$ cat src/rtl/touch_pkg.sv
// Shared definitions for the touchscreen conditioning path: ADC width, FSM state type,
// and a helper that returns the absolute difference of two ADC codes.
package touch_pkg;

   localparam int unsigned TS_ADC_WIDTH = 12;
   localparam int unsigned TS_MAX_CODE  = 4095;

   typedef enum logic [1:0] {
      IDLE  = 2'd0,
      ACCUM = 2'd1,
      EMIT  = 2'd2
   } touch_state_t;

   // Unsigned |a - b| of two ADC codes.
   function automatic logic [TS_ADC_WIDTH-1:0] abs_diff(
      input logic [TS_ADC_WIDTH-1:0] a,
      input logic [TS_ADC_WIDTH-1:0] b
   );
      return (a >= b) ? (a - b) : (b - a);
   endfunction

endpackage

$ cat src/rtl/touch_axis_accum.sv
// One axis of the touch filter: window accumulator, reference sample, jump detector and
// the averaged value that the window would produce if the current sample were added.
module touch_axis_accum
   import touch_pkg::*;
#(
   parameter int unsigned AVG_LOG2  = 2,
   parameter int unsigned MAX_DELTA = 64
) (
   input  logic                    clk,
   input  logic                    reset,
   input  logic                    load,
   input  logic                    add,
   input  logic [TS_ADC_WIDTH-1:0] raw,
   output logic                    out_of_range,
   output logic [TS_ADC_WIDTH-1:0] avg
);

   localparam int unsigned ACC_W = TS_ADC_WIDTH + AVG_LOG2;

   logic [ACC_W-1:0]        acc;
   logic [ACC_W-1:0]        sum_next;
   logic [TS_ADC_WIDTH-1:0] ref_q;

   // Accumulator is sized so that a full window of max codes never overflows.
   assign sum_next     = acc + ACC_W'(raw);
   assign avg          = TS_ADC_WIDTH'(sum_next >> AVG_LOG2);
   assign out_of_range = abs_diff(raw, ref_q) > TS_ADC_WIDTH'(MAX_DELTA);

   always_ff @(posedge clk) begin
      if (reset) begin
         acc   <= '0;
         ref_q <= '0;
      end else if (load) begin
         acc   <= ACC_W'(raw);
         ref_q <= raw;
      end else if (add) begin
         acc   <= sum_next;
      end
   end

endmodule

$ cat src/rtl/touch_filter.sv
// Averages pen-down touch samples in windows of 2**AVG_LOG2, rejects jumps, and hands one
// position at a time to the painter. Define TOUCH_FILTER_DEDUP_EN to suppress repeats.
module touch_filter
   import touch_pkg::*;
#(
   parameter int unsigned AVG_LOG2  = 2,
   parameter int unsigned MAX_DELTA = 64
) (
   input  logic                    clk,
   input  logic                    reset,
   input  logic                    en,
   input  logic                    pen_down,
   input  logic                    sample_valid,
   input  logic [TS_ADC_WIDTH-1:0] x_raw,
   input  logic [TS_ADC_WIDTH-1:0] y_raw,
   input  logic                    painter_ready,
   output logic                    pos_ready,
   output logic [TS_ADC_WIDTH-1:0] x_pos,
   output logic [TS_ADC_WIDTH-1:0] y_pos,
   output logic                    sample_dropped
);

   localparam int unsigned CNT_W = AVG_LOG2 + 1;
   localparam int unsigned WIN   = 1 << AVG_LOG2;

   touch_state_t            state, state_next;
   logic [CNT_W-1:0]        count, count_next;
   logic                    win_load, win_add, capture;
   logic                    x_oor, y_oor;
   logic [TS_ADC_WIDTH-1:0] x_avg, y_avg;
   logic                    dup_c;

   touch_axis_accum #(.AVG_LOG2(AVG_LOG2), .MAX_DELTA(MAX_DELTA)) u_x (
      .clk(clk), .reset(reset), .load(win_load), .add(win_add),
      .raw(x_raw), .out_of_range(x_oor), .avg(x_avg)
   );

   touch_axis_accum #(.AVG_LOG2(AVG_LOG2), .MAX_DELTA(MAX_DELTA)) u_y (
      .clk(clk), .reset(reset), .load(win_load), .add(win_add),
      .raw(y_raw), .out_of_range(y_oor), .avg(y_avg)
   );

`ifdef TOUCH_FILTER_DEDUP_EN
   logic [TS_ADC_WIDTH-1:0] last_x, last_y;
   logic                    last_valid;

   assign dup_c = last_valid && (x_avg == last_x) && (y_avg == last_y);

   // Remembers the last position handed over; a lifted pen forgets it.
   always_ff @(posedge clk) begin
      if (reset) begin
         last_x     <= '0;
         last_y     <= '0;
         last_valid <= 1'b0;
      end else if (en) begin
         if (!pen_down) begin
            last_valid <= 1'b0;
         end else if (pos_ready) begin
            last_x     <= x_pos;
            last_y     <= y_pos;
            last_valid <= 1'b1;
         end
      end
   end
`else
   assign dup_c = 1'b0;
`endif

   always_ff @(posedge clk) begin
      if (reset) begin
         state <= IDLE;
         count <= '0;
      end else begin
         state <= state_next;
         count <= count_next;
      end
   end

   // Next state, window control and the two combinational strobes.
   always_comb begin
      state_next     = state;
      count_next     = count;
      win_load       = 1'b0;
      win_add        = 1'b0;
      capture        = 1'b0;
      pos_ready      = 1'b0;
      sample_dropped = 1'b0;
      if (en) begin
         case (state)
            IDLE: begin
               if (sample_valid && pen_down) begin
                  win_load   = 1'b1;
                  count_next = CNT_W'(1);
                  state_next = ACCUM;
               end
            end
            ACCUM: begin
               if (!pen_down) begin
                  count_next = '0;
                  state_next = IDLE;
               end else if (sample_valid) begin
                  if (x_oor || y_oor) begin
                     win_load   = 1'b1;
                     count_next = CNT_W'(1);
                  end else begin
                     win_add = 1'b1;
                     if (count == CNT_W'(WIN - 1)) begin
                        capture    = 1'b1;
                        count_next = '0;
                        state_next = dup_c ? IDLE : EMIT;
                     end else begin
                        count_next = count + CNT_W'(1);
                     end
                  end
               end
            end
            EMIT: begin
               sample_dropped = sample_valid;
               if (painter_ready) begin
                  pos_ready  = 1'b1;
                  state_next = IDLE;
               end
            end
            default: state_next = IDLE;
         endcase
      end
   end

   always_ff @(posedge clk) begin
      if (reset) begin
         x_pos <= '0;
         y_pos <= '0;
      end else if (capture) begin
         x_pos <= x_avg;
         y_pos <= y_avg;
      end
   end

endmodule

$ cat config.mk
export PLATFORM = sky130hd
export DESIGN_NAME = touch_filter
export DESIGN_NICKNAME = d
export VERILOG_FILES = /design/src/rtl/touch_pkg.sv /design/src/rtl/touch_axis_accum.sv /design/src/rtl/touch_filter.sv
export SDC_FILE = /design/constraint.sdc
export NUM_CORES = 1
export LEC_CHECK = 0
export ABC_AREA = 1
export BUFFER_PORTS_ARGS = -buffer_cell sky130_fd_sc_hd__buf_2
export CORE_UTILIZATION = 38
export CTS_CLUSTER_SIZE = 8
export DETAILED_ROUTE_END_ITERATION = 10
export PLACE_DENSITY = 0.64
export SKIP_CTS_REPAIR_TIMING = 1
export SLEW_MARGIN = 5
export SYNTH_ARGS = -nofsm -noshare
export SYNTH_HDL_FRONTEND = slang
export SYNTH_HIERARCHICAL = 1
export SYNTH_SLANG_ARGS = --single-unit
$ cat constraint.sdc
create_clock -name clk -period 3.25 [get_ports clk]
set_input_delay 0.4875 -clock clk [delete_from_list [all_inputs] [get_ports clk]]
set_output_delay 0.4875 -clock clk [all_outputs]
set_load 0.01 [all_outputs]
==> results of run 1 <==
==> worst register-to-register path, cell delays in order (launching register included) <==
cell and delay, ps:
dfxtp_4 360, ha_4 160, fa_2 390, nor2_4 130, nor2_4 50, nand2_2 70
nand2_4 90, buf_6 140, nand3_1 70, nand2_1 50, nor2_1 90, nand2_1 60
nor2_1 140, o21ai_2 80, inv_2 90, nand2_4 80, o211ai_1 210, nor3_2 80
buf_6 170, nor2_4 150, buf_4 170, nand2_1 50, a31o_2 190, inv_1 40
==> metrics by stage <==
stage / std cells / instance area, sq um / power (mW) / setup WS [ps] / util, %
2_1_floorplan: 1259 / 7710 / 1.81 / 25.7 / -
3_3_place_gp: 1671 / 9130 / 2.16 / -335 / 46.5
3_5_place_dp: 1671 / 9130 / 2.17 / -402 / 46.5
4_1_cts: 1687 / 9450 / 3.26 / -103 / 48.1
5_1_grt: 1701 / 10200 / 3.60 / -107 / 51.9
6_report: 1701 / 10200 / 3.40 / 86.6 / 51.9
==> flip-flops by register name (all words and copies together) (netlist names) <==
signal	count
u_y/ref_q	12
x_pos	12
u_y/acc	14
count	3
u_x/ref_q	12
u_x/acc	14
state	2
y_pos	12
==> per-layer routing <==
layer	track usage [%]	share of wire [%]	vias up	wire length, um
li1	-	-	4275	-
met1	25.7	46	3682	10100
met2	35.3	49	135	10700
met3	2.72	3.1	30	682
met4	4.71	1.7	0	365
met5	0	0	-	0
==> cells by family (layout without fill, tap and decap cells) <==
family                   count (synthesis)  in the layout
AO/OA/AOI/OAI                          138            138
XOR/XNOR                                26             26
buffers and inverters                  248            424
adder cells (fa/ha/maj)                 77             77
AND/OR/NAND/NOR                        689            690
flip-flops                              81             81
==> cell usage after synthesis (3+ instances only) <==
cell type / number
nor2_1: 91
nand3_2: 3
a31oi_1: 14
o22ai_1: 24
a21oi_1: 58
nand2_2: 17
dfxtp_1: 81
nor3_1: 9
buf_2: 6
fa_1: 6
o21ai_0: 11
o21ai_1: 4
nand2_4: 4
nor2_4: 4
nor2_2: 24
nand2_1: 432
inv_2: 3
buf_6: 7
ha_1: 71
xor2_1: 16
xnor2_1: 10
inv_1: 207
nand4_1: 15
o21bai_1: 4
a21o_1: 4
nand3b_1: 4
clkbuf_1: 21
a21boi_0: 12
nand3_1: 77
==> cell type report <==
type	count	area (sq um)	share of cell area (%)
Inverter	212	806	7.90
Tap cell	265	332	3.25
Clock buffer	10	229	2.24
Multi-Input combinational cell	931	5630	55.1
Clock inverter	6	92.6	0.908
Timing Repair Buffer	196	1490	14.6
Sequential cell	81	1630	16.0
==> worst paths after layout <==
check	startpoint	to	cells after the start
max reg2reg	u_x/ref_q[0]	u_y/acc[0]	23
max	u_x/ref_q[0]	u_y/acc[0]	23
min	count[2]	count[2]	2
min reg2reg	count[2]	count[2]	2
==> power by group <==
part           switching (mW)  internal (mW)
sequential             0.0336           1.03
clock                   0.420          0.675
combinational           0.710          0.528
total                    1.16           2.24
==> summary.txt, run 1 <==
Post-Syn Area: 0.00768 sq mm
Avg WL per Cell: 12.8 um
DR vias/cell: 4.77
Unrepaired setup endpoints after global routing: true
Critical Path Slowest Stage Cell: fa_2
Leakage: 5.43 nW
Number of buffers created by CTS: 9
Simple-gate share of the synthesized area: 39.3%
Number of library cell types mapped by synthesis: 40
Number of H-tree levels: 3
Leading cell type in the layout, fill and taps excluded: nand2_1
Clock Tree Root: clkbuf_16
DP Wirelength: 16.8 mm
Via count: 8,122
Starting Density: 39.1%
Share of cells above drive strength 1: 27.6%
Layout area overhead: 32.8%
Slew @ Worst Pin: 899 ps
Setup Skew: 5.72 ps
Part of the cycle the worst path needs: 97.3%
Asr flop ratio synth: 0%
Rows: 51
Yosys top cell by area: dfxtp_1
Nets: 1,538
# fillers: 1,990
DRT Wirelength: 21.8 mm
Crit-path leading delay family: simple AND/OR/NAND/NOR gates
Total grt overflow: 0
Yosys warning count: 6
Setup violations, final: 0
Die W: 144 um
CTS clk-pin slew, worst paths: 60 ps
CP Capture Type: flop
CP Launch Type: flop
DRC Markers: 0
Drt first-iter violations: 465
Maximum vdd drop: 0.245 mV
Hold Slack: 443 ps
GRT Util Overall: 20.0%
Adder-cell share of the synthesized area: 13.1%
RePlAce Congestion: 0.912
DRT antenna net count: 0
Clock Latency Late Sink: 340 ps
Compound-Gate Fraction of Synth Area: 10.5%
XOR/XNOR Fraction of Synth Area: 2.96%
CP max stage delay: 390 ps
Synthesized Nets: 1,366
First-pass DRT Iterations: 5
Outcome: complete, no violations
Setup TNS: 0 ps
Die height: 144 um
Mean Syn Cell Area: 6.10 sq um
IO Port Bufs: 55
Post-synth EDFFs: 0
Ys flop type: dfxtp_1
CP cell instances: ha_4 -> fa_2 -> nor2_4 -> nor2_4 -> nand2_2 -> nand2_4 -> buf_6 -> nand3_1 -> nand2_1 -> nor2_1 -> nand2_1 -> nor2_1 -> o21ai_2 -> inv_2 -> nand2_4 -> o211ai_1 -> nor3_2 -> buf_6 -> nor2_4 -> buf_4 -> nand2_1 -> a31o_2 -> inv_1
Max clock buf depth: 2
Hold Crit Class: flop to flop
Slew Limit Fails: 0
Crit path max fanout: 7
Data required, critical path: 3540 ps
CTS tree: done
Mux cell area share after synthesis: 0%
Seq cells post-synth: 81
IO Count: 56
First-pass GRT wire length: 33.5 mm
Max-cap violations: 0
CP Class: flop to flop
Arrival @ worst endpoint: 3450 ps
Initial antenna violation count: 0
Vias in the first global route: 7,303
Yosys top cell area share: 21.1%
Fin. Hold Viols: 0
Worst relative slew slack: 40.0%
Period minus WS final: 3160 ps
Power Density: 333 mW/mm^2
Largest net degree at the start of global routing: 30
Top cells by area, synth: dfxtp_1 (21%), nand2_1 (21%), ha_1 (12%), inv_1 (10%), nand3_1 (5.0%)
Core Area: 0.0197 sq mm
Main combinational cell family by area after synthesis: simple AND/OR/NAND/NOR gates
Register area share after synthesis: 21.1%
Fmax: 0.316 GHz
Antenna diodes: 0
DIE AREA: 0.0208 sq mm
Commonest cells after routing, fill and taps aside: nand2_1 (401), inv_1 (196), buf_4 (126)
Worst Path Buf+Inv: 5
Syn Inst Count: 1,259
Reg2reg setup slack: 90 ps
Clock Sinks: 81
Note: power is estimated with default switching activity, not from simulation.
==> inputs of run 2 (changes only) <==
Settings changed: PLACE_DENSITY 0.64 to 0.62.
Clock period 3.25 ns to 3.7 ns, I/O delays scaled along.
==> run 2 against run 1 <==
Compared with the run above: non-clock buffer count decreased by 56; critical path depth increased by 1; final cell count decreased by 3.4%; via count decreased by 3.5%; clock power decreased by 11%; sequential share of layout area increased by 1.7 points; sequential cell count unchanged; clock skew increased by 0.59 ps; die area unchanged.
==> summary.txt, run 2 (synthesized netlist as in run 1, its figures left out) <==
Leading cell type in the layout, fill and taps excluded: nand2_1
Avg WL per Cell: 12.4 um
Hold Crit Class: flop to flop
Critical path's most frequent cell: nand2_1
Hold Slack: 445 ps
DRC Markers: 0
Leakage: 5.07 nW
Number of buffers created by CTS: 9
Rows: 51
DP Area: 0.00879 sq mm
IO Count: 56
Final design utilization: 46.6%
IO Port Bufs: 55
Period minus WS final: 3410 ps
DP Wirelength: 16.7 mm
CP Capture Type: flop
Slew Limit Fails: 0
Max-cap violations: 0
Worst relative slew slack: 40.0%
Origin of the critical flop-to-flop path: u_x/ref_q[0]
Pint: 1.89 mW
First-pass GRT wire length: 33.3 mm
Final Non-Filler Cells: 1,644
Switch Pwr: 944 uW
Maximum vdd drop: 0.247 mV
Starting Density: 39.1%
Overall power: 2.83 mW
Antenna diodes: 0
DRT antenna net count: 0
Crit path max fanout: 11
Slew @ Worst Pin: 900 ps
Clk pwr share: 34.7%
Setup violations, final: 0
RePlAce Congestion: 0.915
CP Launch Point: u_x/ref_q[0]
Share of cells above drive strength 1: 16.5%
Critical Path Slowest Stage Cell: dfxtp_1
Largest net degree at the start of global routing: 52
Fmax: 0.293 GHz
CTS tree: done
Commonest cells after routing, fill and taps aside: nand2_1 (432), inv_1 (206), nor2_1 (90)
DIE AREA: 0.0208 sq mm
CP Launch Type: flop
Min setup slack post-route: 289 ps
Part of the cycle the worst path needs: 92.2%
Nets: 1,481
Unrepaired setup endpoints after global routing: false
DR vias/cell: 4.77
Register share of total power: 33.0%
Clock Tree Root: clkbuf_16
Comb power frac: 32.4%
Pre-CTS WS: -116 ps
Top Registers: u_x/acc: 14 flops, u_y/acc: 14 flops
Vias in the first global route: 7,134
Die W: 144 um
GRT Util Overall: 19.9%
Clock Latency Late Sink: 340 ps
Design area: 0.00916 sq mm
Sw Ratio: 33.3%
CP max stage delay: 390 ps
Layout area overhead: 19.3%
Setup Skew: 6.31 ps
Initial antenna violation count: 0
Arrival @ worst endpoint: 3700 ps
Total grt overflow: 0
Outcome: complete, no violations
Reg2reg setup slack: 290 ps
Power Density: 309 mW/mm^2
DRT Wirelength: 20.4 mm
Core Area: 0.0197 sq mm
Clock Sinks: 81
Max clock buf depth: 2
Drt first-iter violations: 394
Data required, critical path: 3990 ps
Fin. Hold Viols: 0
Hold Startpoint: count[2]
CTS clk-pin slew, worst paths: 60 ps
Number of H-tree levels: 3
Placed Cells: 1,628
First-pass DRT Iterations: 6
# fillers: 2,110
Die height: 144 um
CP cell instances: inv_1 -> ha_1 -> fa_1 -> inv_1 -> nand2_1 -> nand2_1 -> nand2_1 -> nand3_1 -> nand2_1 -> nand2_1 -> nand2_1 -> nand3b_4 -> nor2_1 -> o21ai_1 -> inv_1 -> nand2_1 -> buf_4 -> nor3_4 -> inv_1 -> nor2_1 -> buf_6 -> nand2_1 -> a31o_2 -> inv_1
Setup TNS: 0 ps
Via count: 7,839
CP Class: flop to flop
[run 2: cell types whose count changed in the layout (fill, tap and decap cells not counted), sizes merged]
cell      before  now
nand3         81   80
clkbuf        13   11
clkinvlp       2    1
buf          193  140
[run 2: worst paths after layout]
kind,cells past startpoint,endpoint
max,24,u_x/acc[0]
min,2,count[2]
max reg2reg,24,u_x/acc[0]
min reg2reg,2,count[2]
[run 2: power by group through the flow]
stage	Clock, mW	Combinational (mW)	Sequential [mW]
2_1_floorplan	0	0.641	0.944
3_3_place_gp	0	0.901	0.952
3_5_place_dp	0	0.903	0.952
4_1_cts	1.00	0.908	0.933
5_1_grt	1.04	1.04	0.937
6_report	0.983	0.917	0.934
[run 2: cell type report]
type | count | area, sq um | area share, %
clock buffers | 11 | 253 | 2.76
clock inverters | 5 | 77.6 | 0.847
inverters | 212 | 798 | 8.71
multi-input cells | 930 | 5100 | 55.7
flip-flops and latches | 81 | 1620 | 17.7
well taps | 265 | 332 | 3.62
repair buffers | 140 | 980 | 10.7
[run 2: routing by layer]
metal  vias up  routed length [um]  GRT usage, %
met5         -                   0             0
met4         0                 367          4.82
met2       164                9780          34.8
li1       4170                   -             -
met3        24                 724          2.48
met1      3481                9510          25.9
[run 2: worst max-delay path, delay by kind of cell (launching register included)]
family                     cells  cell delay, ps
and+or+nand+nor               13            1290
DFF                            1             390
AOI/OAI and AO/OA              2             270
adders and majority gates      2             620
buffers and inverters          7             760
